<file path="config.mk">
export PLATFORM = sky130hd
export DESIGN_NAME = multicycle_ctrl_fsm
export DESIGN_NICKNAME = d
export VERILOG_FILES = /design/src/rtl/multicycle_ctrl_fsm.sv
export SDC_FILE = /design/constraint.sdc
export NUM_CORES = 1
export LEC_CHECK = 0
export CORE_ASPECT_RATIO = 1.4
export CORE_MARGIN = 2
export CORE_UTILIZATION = 36
export DETAILED_ROUTE_END_ITERATION = 7
export MAX_ROUTING_LAYER = met4
export PLACE_DENSITY = 0.64
export SETUP_SLACK_MARGIN = 0.05
export SLEW_MARGIN = 20
export SYNTH_ARGS = -nofsm -noshare
export SYNTH_HDL_FRONTEND = slang
export SYNTH_SLANG_ARGS = --single-unit
</file>
<file path="constraint.sdc">
create_clock -name clk -period 2.6 [get_ports clk]
set_clock_uncertainty 0.2 [all_clocks]
set_input_delay 0.52 -clock clk [delete_from_list [all_inputs] [get_ports clk]]
set_output_delay 0.52 -clock clk [all_outputs]
set_load 0.05 [all_outputs]
</file>
<file path="src/rtl/multicycle_ctrl_fsm.sv">
// Main sequencing controller for the multicycle RV32I core.
// Each instruction steps through fetch, decode, execute, memory and writeback.
// Datapath controls are decoded from the state register. A wait-cycle counter
// traps a memory access that stalls too long. Unsupported opcodes also trap.
module multicycle_ctrl_fsm #(
    parameter int MEM_TIMEOUT = 16
) (
    input  logic       clk,
    input  logic       rst_n,
    input  logic [6:0] op,
    input  logic       branch_taken,
    input  logic       mem_ready,
    output logic       mem_req,
    output logic       mem_write,
    output logic       adr_src,
    output logic       ir_write,
    output logic       pc_write,
    output logic       reg_write,
    output logic [1:0] alu_src_a,
    output logic [1:0] alu_src_b,
    output logic [1:0] alu_op,
    output logic [1:0] result_src,
    output logic       illegal,
    output logic       bus_err,
    output logic [3:0] state
);

    typedef enum logic [3:0] {
        S_FETCH    = 4'd0,
        S_DECODE   = 4'd1,
        S_MEMADR   = 4'd2,
        S_MEMREAD  = 4'd3,
        S_MEMWB    = 4'd4,
        S_MEMWRITE = 4'd5,
        S_EXECR    = 4'd6,
        S_EXECI    = 4'd7,
        S_ALUWB    = 4'd8,
        S_BRANCH   = 4'd9,
        S_JAL      = 4'd10,
        S_TRAP     = 4'd11
    } state_t;

    localparam logic [6:0] OP_LOAD   = 7'b0000011;
    localparam logic [6:0] OP_STORE  = 7'b0100011;
    localparam logic [6:0] OP_RTYPE  = 7'b0110011;
    localparam logic [6:0] OP_ITYPE  = 7'b0010011;
    localparam logic [6:0] OP_BRANCH = 7'b1100011;
    localparam logic [6:0] OP_JAL    = 7'b1101111;

    localparam logic [7:0] WAIT_LAST = 8'(MEM_TIMEOUT - 1);

    state_t     state_reg;
    state_t     state_next;
    logic [7:0] wait_cnt_reg;
    logic [7:0] wait_cnt_next;
    logic       illegal_reg;
    logic       illegal_next;
    logic       bus_err_reg;
    logic       bus_err_next;
    logic       mem_wait;

    // States that sit on the shared memory port and may stall on mem_ready.
    assign mem_wait = (state_reg == S_FETCH) || (state_reg == S_MEMREAD) ||
                      (state_reg == S_MEMWRITE);

    // Next-state selection, trap detection and wait-counter update.
    always_comb begin
        state_next   = state_reg;
        illegal_next = illegal_reg;
        bus_err_next = bus_err_reg;
        case (state_reg)
            S_FETCH:    if (mem_ready) state_next = S_DECODE;
            S_DECODE: begin
                case (op)
                    OP_LOAD, OP_STORE: state_next = S_MEMADR;
                    OP_RTYPE:          state_next = S_EXECR;
                    OP_ITYPE:          state_next = S_EXECI;
                    OP_BRANCH:         state_next = S_BRANCH;
                    OP_JAL:            state_next = S_JAL;
                    default: begin
                        state_next   = S_TRAP;
                        illegal_next = 1'b1;
                    end
                endcase
            end
            S_MEMADR:   state_next = (op == OP_LOAD) ? S_MEMREAD : S_MEMWRITE;
            S_MEMREAD:  if (mem_ready) state_next = S_MEMWB;
            S_MEMWB:    state_next = S_FETCH;
            S_MEMWRITE: if (mem_ready) state_next = S_FETCH;
            S_EXECR:    state_next = S_ALUWB;
            S_EXECI:    state_next = S_ALUWB;
            S_ALUWB:    state_next = S_FETCH;
            S_BRANCH:   state_next = S_FETCH;
            S_JAL:      state_next = S_ALUWB;
            S_TRAP:     state_next = S_TRAP;
            default:    state_next = S_FETCH;
        endcase

        // A stall reaching the last allowed cycle traps; mem_ready on that
        // same cycle takes the normal path because the branch above is skipped.
        if (mem_wait && !mem_ready && (wait_cnt_reg == WAIT_LAST)) begin
            state_next   = S_TRAP;
            bus_err_next = 1'b1;
        end

        if (state_next != state_reg) begin
            wait_cnt_next = 8'd0;
        end else if (mem_wait && !mem_ready) begin
            wait_cnt_next = wait_cnt_reg + 8'd1;
        end else begin
            wait_cnt_next = wait_cnt_reg;
        end
    end

    // State, wait counter and sticky trap flags.
    always_ff @(posedge clk or negedge rst_n) begin
        if (!rst_n) begin
            state_reg    <= S_FETCH;
            wait_cnt_reg <= 8'd0;
            illegal_reg  <= 1'b0;
            bus_err_reg  <= 1'b0;
        end else begin
            state_reg    <= state_next;
            wait_cnt_reg <= wait_cnt_next;
            illegal_reg  <= illegal_next;
            bus_err_reg  <= bus_err_next;
        end
    end

    // Datapath control decode; everything held low while reset is asserted
    // so an aborted instruction leaves no write enable behind.
    always_comb begin
        mem_req    = 1'b0;
        mem_write  = 1'b0;
        adr_src    = 1'b0;
        ir_write   = 1'b0;
        pc_write   = 1'b0;
        reg_write  = 1'b0;
        alu_src_a  = 2'b00;
        alu_src_b  = 2'b00;
        alu_op     = 2'b00;
        result_src = 2'b00;
        if (rst_n) begin
            case (state_reg)
                S_FETCH: begin
                    mem_req    = 1'b1;
                    alu_src_b  = 2'b10;
                    result_src = 2'b10;
                    ir_write   = mem_ready;
                    pc_write   = mem_ready;
                end
                S_DECODE: begin
                    alu_src_a = 2'b01;
                    alu_src_b = 2'b01;
                end
                S_MEMADR: begin
                    alu_src_a = 2'b10;
                    alu_src_b = 2'b01;
                end
                S_MEMREAD: begin
                    mem_req = 1'b1;
                    adr_src = 1'b1;
                end
                S_MEMWB: begin
                    result_src = 2'b01;
                    reg_write  = 1'b1;
                end
                S_MEMWRITE: begin
                    mem_req   = 1'b1;
                    mem_write = 1'b1;
                    adr_src   = 1'b1;
                end
                S_EXECR: begin
                    alu_src_a = 2'b10;
                    alu_op    = 2'b10;
                end
                S_EXECI: begin
                    alu_src_a = 2'b10;
                    alu_src_b = 2'b01;
                    alu_op    = 2'b11;
                end
                S_ALUWB: reg_write = 1'b1;
                S_BRANCH: begin
                    alu_src_a = 2'b10;
                    alu_op    = 2'b01;
                    pc_write  = branch_taken;
                end
                S_JAL: begin
                    alu_src_a = 2'b01;
                    alu_src_b = 2'b10;
                    pc_write  = 1'b1;
                end
                default: ;
            endcase
        end
    end

    assign illegal = illegal_reg;
    assign bus_err = bus_err_reg;
    assign state   = state_reg;

endmodule
</file>
==> flow_metrics.tcl <==
set metrics [dict create \
    status "finished, final reports clean" \
    setup_ws_ps 125.4 \
    finish.instance_area_um2 2019 \
    num_rows 24 \
    antenna_found_initial 0 \
    p_leak_nw 0.8853 \
    die_h_um 72.56 \
    cp_max_fo 8 \
    slew_violations 0 \
    largest_register_ffs 8 \
    fin_tns_setup_ps 0 \
    io_pins 31 \
    grt_max_degree 20 \
    synth_common_cells "dfrtp_1, nor3_1, nor2_1, nand2b_1" \
    yosysTopAreaCellShare_pct 28.99 \
    synth_cell_types 50 \
    hold_violations 0 \
    die_x_um 52.97 \
    reg2reg_from "state[2]" \
    drive_gt1_share_pct 40.41 \
    portBuffers 30 \
    fin_util_pct 64.05 \
    critPathLaunchType "primary input" \
    wl_per_cell_um 15.07 \
    drt-total-wl_um 3497 \
    die-area_um2 3844 \
    critical_path_class "in -> reg" \
    critical-path-max-stage-delay_ps 560 \
    cp_slowest_cell "or4_4" \
    max-cap-violations 0 \
    pre_cts_ws_ps -345.9 \
    ant_nets 0 \
    r2r_slack_ps 270 \
    cts_buffers 3 \
    fin_cells 232 \
    fmax_mhz 404.1 \
    dpl_cell_area_um2 1887 \
    synth_edf_count 0 \
    nets 206 \
    insertion_delay_ps 250 \
    place_congestion 0.8816 \
    viasPerCell 5.418 \
    required_ps 2540 \
    grt_overflow_total 0 \
    power.density_nw_per_um2 1121 \
    cts-root-buf "clkbuf_8" \
    synth-seq-cells 14 \
    nFillCells 271 \
    synth-seq-area-share_pct 28.99 \
    hold_slack_ps 160.0 \
    cts.sinks 14 \
    grt_usage_pct 20.60 \
    worstPathCellList "dlygate4sd2_1 -> or4bb_1 -> or4_4 -> o21ai_4 -> a2111oi_4 -> o22ai_2 -> buf_6 -> nor3_1" \
    core_area_um2 3153 \
    syn_to_final_growth_pct 67.08 \
    clkTransAtPathRegs_ps 60 \
    multiInputGateArea_um2 904.6 \
    drt_iter0_drc 7 \
    dr.pass1.iters 4 \
    seqCellArea_um2 355.3 \
    fin_crit_ps 2475 \
    cts_tree "built" \
    slew_headroom_pct 64.72 \
    grt_pass1_wl_um 5664 \
    async_reset_ff_share_pct 100.0 \
    crit_family "simple AND/OR/NAND/NOR gates" \
    htreeDepth 1 \
    ir_drop_mv 0.6733 \
    synth_ff_type "dfrtp_1" \
    synth_largest_area_cell "dfrtp_1" \
    worstReg2RegEnd "wait_cnt_reg[7]" \
    setup_viol 0 \
    path_buf_inv 2 \
    avgSynthCellArea_um2 8.572 \
    syn_area_um2 1209 \
    critPathCaptureType "register" \
    r2r_cells 7 \
    route.detailed.drc 0 \
    antennaDiodeCount 0 \
    synth_cells 141 \
    worst_pin_slew_ps 527.6 \
    grt_pass1_vias 1252 \
    dp_hpwl_um 2623 \
    synth_nets 153 \
    placedCellCount 227 \
    worstPathArrival_ps 2410 \
    hold_path.class "in -> async" \
    vias 1257 \
    cts_buffer_depth 2 \
    period_share_pct 95.18 \
    initial_core_util_pct 38.33 \
    yosysWarningCount 0 \
    synthTopCellsByArea "dfrtp_1, nor3_1, nand2b_1" \
    power_mw 2.263 \
    rsz0062_at_grt "no" \
]
-- worst max-delay path by stage --
stage | startpoint | to | slack, ps | cells after the start
after global placement | op[1] | wait_cnt_reg[5] | -310 | 8
after CTS | mem_ready | wait_cnt_reg[0] | 50 | 9
after global routing | op[4] | wait_cnt_reg[7] | 10 | 9
after floorplan | state[0] | ir_write | 40 | 5
final | op[2] | wait_cnt_reg[7] | 130 | 8
after detailed placement | op[1] | wait_cnt_reg[6] | -350 | 8
-- routing by layer --
metal | track usage (%) | share of wire [%]
met5 | - | 0
met4 | 10.26 | 3.1
met3 | 3.086 | 3.2
met2 | 34.72 | 54
met1 | 23.18 | 40
-- worst reg2reg max path: cells and delay by family, from the launching register on --
family,cells,cell delay (ps)
AOI/OAI and AO/OA,3,590
buffers and inverters,2,300
and+or+nand+nor,2,740
DFF,1,430
-- cells by family after synthesis --
| kind of cell | count (synthesis) | synth area share (%) |
|---|---|---|
| flip-flops | 14 | 28.99 |
| AND/OR/NAND/NOR | 82 | 40.89 |
| AO/OA/AOI/OAI | 22 | 16.25 |
| XOR/XNOR | 10 | 7.246 |
| multiplexers | 2 | 1.656 |
| buffers and inverters | 10 | 3.934 |
| adder cells (fa/ha/maj) | 1 | 1.035 |
-- timing repair --
action | 4_1_cts | 5_1_grt
endpoints found under the setup margin | 9 | 15
pin swaps | 4 | 2
setup buffers | 1 | 1
hold buffers | 0 | 0
resized for setup | 8 | 14
-- placed cells by master (no fill, tap or decap), drive strengths merged, types with 2 or more instances in the layout --
| master | count |
|---|---|
| nand3b | 3 |
| and3 | 6 |
| xor2 | 5 |
| xnor2 | 5 |
| nor3b | 3 |
| buf | 40 |
| clkdlybuf4s50 | 8 |
| a21o | 2 |
| a21oi | 3 |
| dlygate4sd2 | 4 |
| mux2i | 2 |
| and3b | 2 |
| nand3 | 5 |
| nand2 | 6 |
| nor3 | 15 |
| inv | 2 |
| nor2 | 11 |
| a21boi | 2 |
| and2 | 2 |
| or4b | 2 |
| clkbuf | 4 |
| or2 | 2 |
| or3 | 3 |
| o21ai | 4 |
| dlymetal6s2s | 4 |
| nor2b | 6 |
| nand2b | 8 |
| dfrtp | 14 |
| or4 | 2 |
-- where the power goes --
group	total, mW	internal [mW]	switching (mW)
combinational	1.75	0.769	0.977
clock	0.216	0.134	0.0819
sequential	0.300	0.259	0.0413
total	2.26	1.16	1.10
-- area by class of cell --
class / instances / share of cell area, %
clock buffer: 4 / 2.726
inverter: 2 / 0.3717
multi-input combinational: 117 / 44.80
sequential: 14 / 17.60
tap: 39 / 2.416
timing repair buffer: 56 / 32.09
Note: power is estimated with default switching activity, not from simulation.
